[config.mk]
export PLATFORM = sky130hd
export DESIGN_NAME = hs_frame_switch_mux_flat
export DESIGN_NICKNAME = d
export VERILOG_FILES = /design/src/rtl/hs_frame_switch_mux_if.sv /design/src/rtl/hs_frame_switch_mux.sv /design/src/flat_wrapper.sv
export SDC_FILE = /design/constraint.sdc
export NUM_CORES = 1
export LEC_CHECK = 0
export CORE_ASPECT_RATIO = 0.5
export CORE_MARGIN = 2
export CORE_UTILIZATION = 33
export DETAILED_ROUTE_END_ITERATION = 16
export GPL_ROUTABILITY_DRIVEN = 0
export GPL_TIMING_DRIVEN = 0
export PLACE_DENSITY = 0.79
export SYNTH_ARGS = -nofsm -noshare
export SYNTH_HDL_FRONTEND = slang
export SYNTH_SLANG_ARGS = --single-unit
[constraint.sdc]
create_clock -name clk -period 1.7 [get_ports clk]
set_clock_uncertainty 0.1 [all_clocks]
set_input_delay 0.34 -clock clk [delete_from_list [all_inputs] [get_ports clk]]
set_output_delay 0.34 -clock clk [all_outputs]
set_load 0.02 [all_outputs]
[src/rtl/hs_frame_switch_mux_if.sv]
// rtl/hs_frame_switch_mux_if.sv - handshake bundle for hs_frame_switch_mux
//
// Purpose: groups the INPUTS input streams and the single output stream.
// Ports (signals):
//   dataIn_data  INPUTS*DATA_WIDTH  input i at [i*DATA_WIDTH +: DATA_WIDTH]
//   dataIn_last  INPUTS             end-of-frame per input
//   dataIn_vld   INPUTS             valid per input
//   dataIn_rd    INPUTS             ready per input
//   dataOut_data DATA_WIDTH         output beat
//   dataOut_last 1                  output end-of-frame
//   dataOut_vld  1                  output valid
//   dataOut_rd   1                  output ready
// Modports: slave = the mux, master = producers/consumer around it.
interface hs_frame_switch_mux_if #(
    parameter int INPUTS     = 3,
    parameter int DATA_WIDTH = 8
);
    logic [INPUTS*DATA_WIDTH-1:0] dataIn_data;
    logic [INPUTS-1:0]            dataIn_last;
    logic [INPUTS-1:0]            dataIn_vld;
    logic [INPUTS-1:0]            dataIn_rd;
    logic [DATA_WIDTH-1:0]        dataOut_data;
    logic                         dataOut_last;
    logic                         dataOut_vld;
    logic                         dataOut_rd;

    modport slave (
        input  dataIn_data, dataIn_last, dataIn_vld, dataOut_rd,
        output dataIn_rd, dataOut_data, dataOut_last, dataOut_vld
    );

    modport master (
        output dataIn_data, dataIn_last, dataIn_vld, dataOut_rd,
        input  dataIn_rd, dataOut_data, dataOut_last, dataOut_vld
    );
endinterface

[src/rtl/hs_frame_switch_mux.sv]
// rtl/hs_frame_switch_mux.sv - frame-locked handshaked stream multiplexer
//
// Purpose: forwards one of INPUTS valid/ready streams, chosen by sel, through
// a single registered output stage. The choice is held for a whole frame so
// frames from different inputs never interleave.
// Ports:
//   clk      rising-edge clock
//   rst      synchronous active-high reset
//   sel      requested input, only looked at while idle
//   bus      hs_frame_switch_mux_if.slave (input streams + output stream)
//   locked   high while a frame is in progress
//   cur_sel  input the current/last frame came from
//   sel_err  sticky flag: out-of-range sel was seen while idle
module hs_frame_switch_mux #(
    parameter int INPUTS     = 3,
    parameter int DATA_WIDTH = 8,
    parameter int SEL_WIDTH  = 3
) (
    input  logic                 clk,
    input  logic                 rst,
    input  logic [SEL_WIDTH-1:0] sel,
    hs_frame_switch_mux_if.slave bus,
    output logic                 locked,
    output logic [SEL_WIDTH-1:0] cur_sel,
    output logic                 sel_err
);
    typedef enum logic {
        S_IDLE   = 1'b0,
        S_LOCKED = 1'b1
    } state_t;

    localparam logic [SEL_WIDTH:0] INPUTS_W = (SEL_WIDTH+1)'(INPUTS);

    state_t                state_q, state_d;
    logic [SEL_WIDTH-1:0]  cur_sel_q, cur_sel_d;
    logic                  sel_err_q, sel_err_d;
    logic [DATA_WIDTH-1:0] out_data_q, out_data_d;
    logic                  out_last_q, out_last_d;
    logic                  out_vld_q, out_vld_d;

    logic [SEL_WIDTH-1:0]  act;
    logic                  act_ok;
    logic                  space;
    logic [INPUTS-1:0]     rd;
    logic [DATA_WIDTH-1:0] act_data;
    logic                  act_last;
    logic                  accept;

    // Input routing: the active index is the live sel while idle and the
    // latched one during a frame, so a new sel acts in the same cycle.
    always_comb begin
        act      = (state_q == S_LOCKED) ? cur_sel_q : sel;
        act_ok   = ({1'b0, act} < INPUTS_W);
        space    = !out_vld_q || bus.dataOut_rd;
        rd       = '0;
        act_data = '0;
        act_last = 1'b0;
        for (int i = 0; i < INPUTS; i++) begin
            if (act == SEL_WIDTH'(i)) begin
                act_data = bus.dataIn_data[i*DATA_WIDTH +: DATA_WIDTH];
                act_last = bus.dataIn_last[i];
                rd[i]    = space && act_ok && !rst;
            end
        end
        accept = |(rd & bus.dataIn_vld);
    end

    always_comb begin
        state_d    = state_q;
        cur_sel_d  = cur_sel_q;
        sel_err_d  = sel_err_q;
        out_data_d = out_data_q;
        out_last_d = out_last_q;
        out_vld_d  = out_vld_q;

        // Output register: load on accept, empty out when drained with no refill.
        if (accept) begin
            out_data_d = act_data;
            out_last_d = act_last;
            out_vld_d  = 1'b1;
        end else if (space) begin
            out_vld_d  = 1'b0;
        end

        unique case (state_q)
            S_IDLE: begin
                if (!act_ok) begin
                    sel_err_d = 1'b1;
                end
                if (accept) begin
                    cur_sel_d = sel;
                    // A single-beat frame never leaves idle.
                    if (!act_last) begin
                        state_d = S_LOCKED;
                    end
                end
            end
            S_LOCKED: begin
                if (accept && act_last) begin
                    state_d = S_IDLE;
                end
            end
            default: state_d = S_IDLE;
        endcase
    end

    always_ff @(posedge clk) begin
        if (rst) begin
            state_q    <= S_IDLE;
            cur_sel_q  <= '0;
            sel_err_q  <= 1'b0;
            out_data_q <= '0;
            out_last_q <= 1'b0;
            out_vld_q  <= 1'b0;
        end else begin
            state_q    <= state_d;
            cur_sel_q  <= cur_sel_d;
            sel_err_q  <= sel_err_d;
            out_data_q <= out_data_d;
            out_last_q <= out_last_d;
            out_vld_q  <= out_vld_d;
        end
    end

    assign bus.dataIn_rd    = rd;
    assign bus.dataOut_data = out_data_q;
    assign bus.dataOut_last = out_last_q;
    assign bus.dataOut_vld  = out_vld_q;
    assign locked           = (state_q == S_LOCKED);
    assign cur_sel          = cur_sel_q;
    assign sel_err          = sel_err_q;
endmodule

[src/flat_wrapper.sv]
// flat-port wrapper written by rule: the top's interface ports become plain ports
module hs_frame_switch_mux_flat 
#(
    parameter int INPUTS     = 3,
    parameter int DATA_WIDTH = 8,
    parameter int SEL_WIDTH  = 3
)
  (clk, rst, sel, locked, cur_sel, sel_err, bus_dataIn_data, bus_dataIn_last, bus_dataIn_vld, bus_dataOut_rd, bus_dataIn_rd, bus_dataOut_data, bus_dataOut_last, bus_dataOut_vld);
  hs_frame_switch_mux_if #(.INPUTS(INPUTS), .DATA_WIDTH(DATA_WIDTH)) bus_i ();
  input  logic clk;
  input  logic rst;
  input  logic [SEL_WIDTH-1:0] sel;
  output logic locked;
  output logic [SEL_WIDTH-1:0] cur_sel;
  output logic sel_err;
  input wire logic [$bits(bus_i.dataIn_data)-1:0] bus_dataIn_data;
  input wire logic [$bits(bus_i.dataIn_last)-1:0] bus_dataIn_last;
  input wire logic [$bits(bus_i.dataIn_vld)-1:0] bus_dataIn_vld;
  input wire logic [$bits(bus_i.dataOut_rd)-1:0] bus_dataOut_rd;
  output wire logic [$bits(bus_i.dataIn_rd)-1:0] bus_dataIn_rd;
  output wire logic [$bits(bus_i.dataOut_data)-1:0] bus_dataOut_data;
  output wire logic [$bits(bus_i.dataOut_last)-1:0] bus_dataOut_last;
  output wire logic [$bits(bus_i.dataOut_vld)-1:0] bus_dataOut_vld;
  assign bus_i.dataIn_data = bus_dataIn_data;
  assign bus_i.dataIn_last = bus_dataIn_last;
  assign bus_i.dataIn_vld = bus_dataIn_vld;
  assign bus_i.dataOut_rd = bus_dataOut_rd;
  assign bus_dataIn_rd = bus_i.dataIn_rd;
  assign bus_dataOut_data = bus_i.dataOut_data;
  assign bus_dataOut_last = bus_i.dataOut_last;
  assign bus_dataOut_vld = bus_i.dataOut_vld;
  hs_frame_switch_mux #(.INPUTS(INPUTS), .DATA_WIDTH(DATA_WIDTH), .SEL_WIDTH(SEL_WIDTH)) u_core (.clk(clk), .rst(rst), .sel(sel), .bus(bus_i), .locked(locked), .cur_sel(cur_sel), .sel_err(sel_err));
endmodule
==> out/qor.yml <==
antennaDiodeCount: 0
yosysTopAreaCell: "dfxtp_1"
swShare: 0.287
crit_fanout: 5
synth_ff_type: "dfxtp_1"
yosysMostFrequentCell: "dfxtp_1"
wl_um: 3180
clk_pin_slew_ps: 70
numCtsBuffers: 3
io_buffers: 53
final-hold-violation-count: 0
cts-root-buf: "clkbuf_8"
synth_edf_count: 0
period_needed_ps: 1870
fin_crit_sh: 1.10
antenna_found_initial: 0
rows: 13
netlist_instances: 93
grt_max_degree: 11
globalRoute.totalOverflow: 0
max_freq_mhz: 536
io_pins: 54
grt_usage: 0.186
synth_top_area_share: 0.342
fillCellCount: 190
p_int_uw: 745
clk_latency_ps: 250
worst-setup-path-type: "reg -> out"
final_nets: 205
worstPathRequired_ps: 1260
power.density_mw_per_mm2: 582
fin_area_mm2: 0.00179
worstPathCellList: "and4bb_1 > or2_4 > nor2b_1 > buf_4"
start_kind: "flop"
drc_errors: 0
synthDistinctLibCells: 29
hp-class: "reg -> reg"
cts_hold_buf: 0
first_iter_violations: 57
drt-vias-per-instance: 5.07
maxCapViolCount: 0
cts_tree: "yes"
ant_nets: 0
synth_area_um2: 877
slew_violations: 0
crit_slowest_cell: "dfxtp_4"
grt_pass1_wl_um: 4300
core_area_mm2: 0.00255
dpl-instance-area_mm2: 0.00149
ctsHtreeMaxLevel: 1
finalNonFillerCells: 205
setup-tns-final_ps: -1290
dr.pass1.iters: 4
syn-num-nets: 129
violations: "setup timing"
avgRoutedWirePerCell_um: 15.5
die_area_mm2: 0.00311
clkPwrFrac: 0.284
synth-seq-cells: 15
cpPeakStageDelay_ps: 370
synth.avg_cell_area_um2: 9.43
synth_seq_area_share: 0.342
async_flop_share: 0
status: "finished, violations left"
grt_pass1_vias: 923
drive_gt1_frac: 0.315
die-height_um: 40.5
p_sw_uw: 300
area_growth_pct: 105
synth_warnings: 0
hold_ws_ps: 371
cts_buffer_depth: 2
synth_area_leaders: "dfxtp_1 34%, a221o_1 10%, nand3b_1 6.8%"
p_leak_nw: 0.729
initial_core_util: 0.343
finalWorstSetupSlack_ps: -166
rsz0062_at_grt: "yes"
post-place-ws_ps: -1050
critPathArrivalTime_ps: 1430
synth.top_cells.by_count: "15 x dfxtp_1, 11 x o21ai_1, 9 x a221o_1, 9 x nor2_1"
tightest_slew_ps: 461
place_inst: 183
ir_drop_uv: 404
p_comb_frac: 0.350
p_seq_frac: 0.366
cp-end-kind: "output port"
cts.sinks: 15
vias: 1040
hpwl_um: 1960
setup_violations: 17
maxSlewHeadroom: 0.693
die_w_um: 76.9
[what timing repair did]
item                       in CTS  in global routing
resized for setup              38                 17
setup endpoints to repair      19                 19
pin swaps                       6                 11
gates cloned                    0                  3
buffers inserted               12                  5
[sequential cells by signal (all words and copies together), names as in the netlist, named ones only]
register	cells
u_core.sel_err	1
u_core.bus.dataOut_last	1
u_core.cur_sel	3
u_core.bus.dataOut_data	8
u_core.bus.dataOut_vld	1
[through the flow]
stage | util | power, mW
after CTS | 0.652 | 1.00
after global routing | 0.703 | 1.09
final | 0.703 | 1.04
after global placement | 0.582 | 0.685
after floorplan | - | 0.534
after detailed placement | 0.582 | 0.690
[layer usage]
metal / track usage / share of wire / vias to the layer above
met5: 0 / 0 / -
met4: 0.0500 / 0.011 / 0
met3: 0.0586 / 0.044 / 4
met2: 0.375 / 0.53 / 24
met1: 0.202 / 0.41 / 497
li1: - / - / 515
[cells in the final DEF (no fill, tap or decap), types with 2 or more instances in the layout]
cell type	instances
clkdlybuf4s50_1	42
buf_4	15
o21ai_1	12
dfxtp_1	11
a221o_1	9
nor2_1	8
nand3b_1	8
buf_6	6
o21ai_0	4
nor4b_4	3
a21oi_1	3
dfxtp_4	3
clkbuf_8	3
dlygate4sd2_1	3
buf_8	2
o21ai_4	2
clkbuf_16	2
clkdlybuf4s15_2	2
dlymetal6s2s_1	2
[final cells by class]
type / instances / area [µm²] / share of cell area
clock inverter: 1 / 5.00 / 0.00279
buffer: 4 / 41.3 / 0.0230
sequential: 15 / 313 / 0.174
timing repair buffer: 73 / 742 / 0.414
tap: 37 / 46.3 / 0.0258
inverter: 2 / 7.51 / 0.00418
multi-input combinational: 70 / 598 / 0.333
clock buffer: 3 / 41.3 / 0.0230
[power groups by stage]
stage	registers, mW	logic, mW	clock network (mW)
after floorplan	0.412	0.122	0
after global placement	0.390	0.295	0
after detailed placement	0.391	0.300	0
after CTS	0.382	0.326	0.294
after global routing	0.385	0.388	0.315
final	0.383	0.366	0.296
[worst paths after layout]
path,end,cells after the start,slack [ps],startpoint
max,bus_dataIn_rd[1],4,-170,flop
min,u_core.bus.dataOut_last,2,370,u_core.bus.dataOut_last
max reg2reg,u_core.cur_sel[1],8,-140,u_core.cur_sel[1]
min reg2reg,u_core.bus.dataOut_last,2,370,u_core.bus.dataOut_last
[cell families (layout without fill, tap and decap cells)]
family	count (synthesis)	after routing	synth area share
AOI/OAI and AO/OA	37	37	0.304
and+or+nand+nor	32	32	0.274
muxes	1	1	0.0114
buffers and inverters	8	83	0.0685
DFF	15	15	0.342
[critical path, delay by kind of cell (launching register included)]
family	cells	cell delay (ps)
buffers and inverters	1	150
flip-flops	1	370
AND/OR/NAND/NOR	3	660
Note: power is estimated with default switching activity, not from simulation.
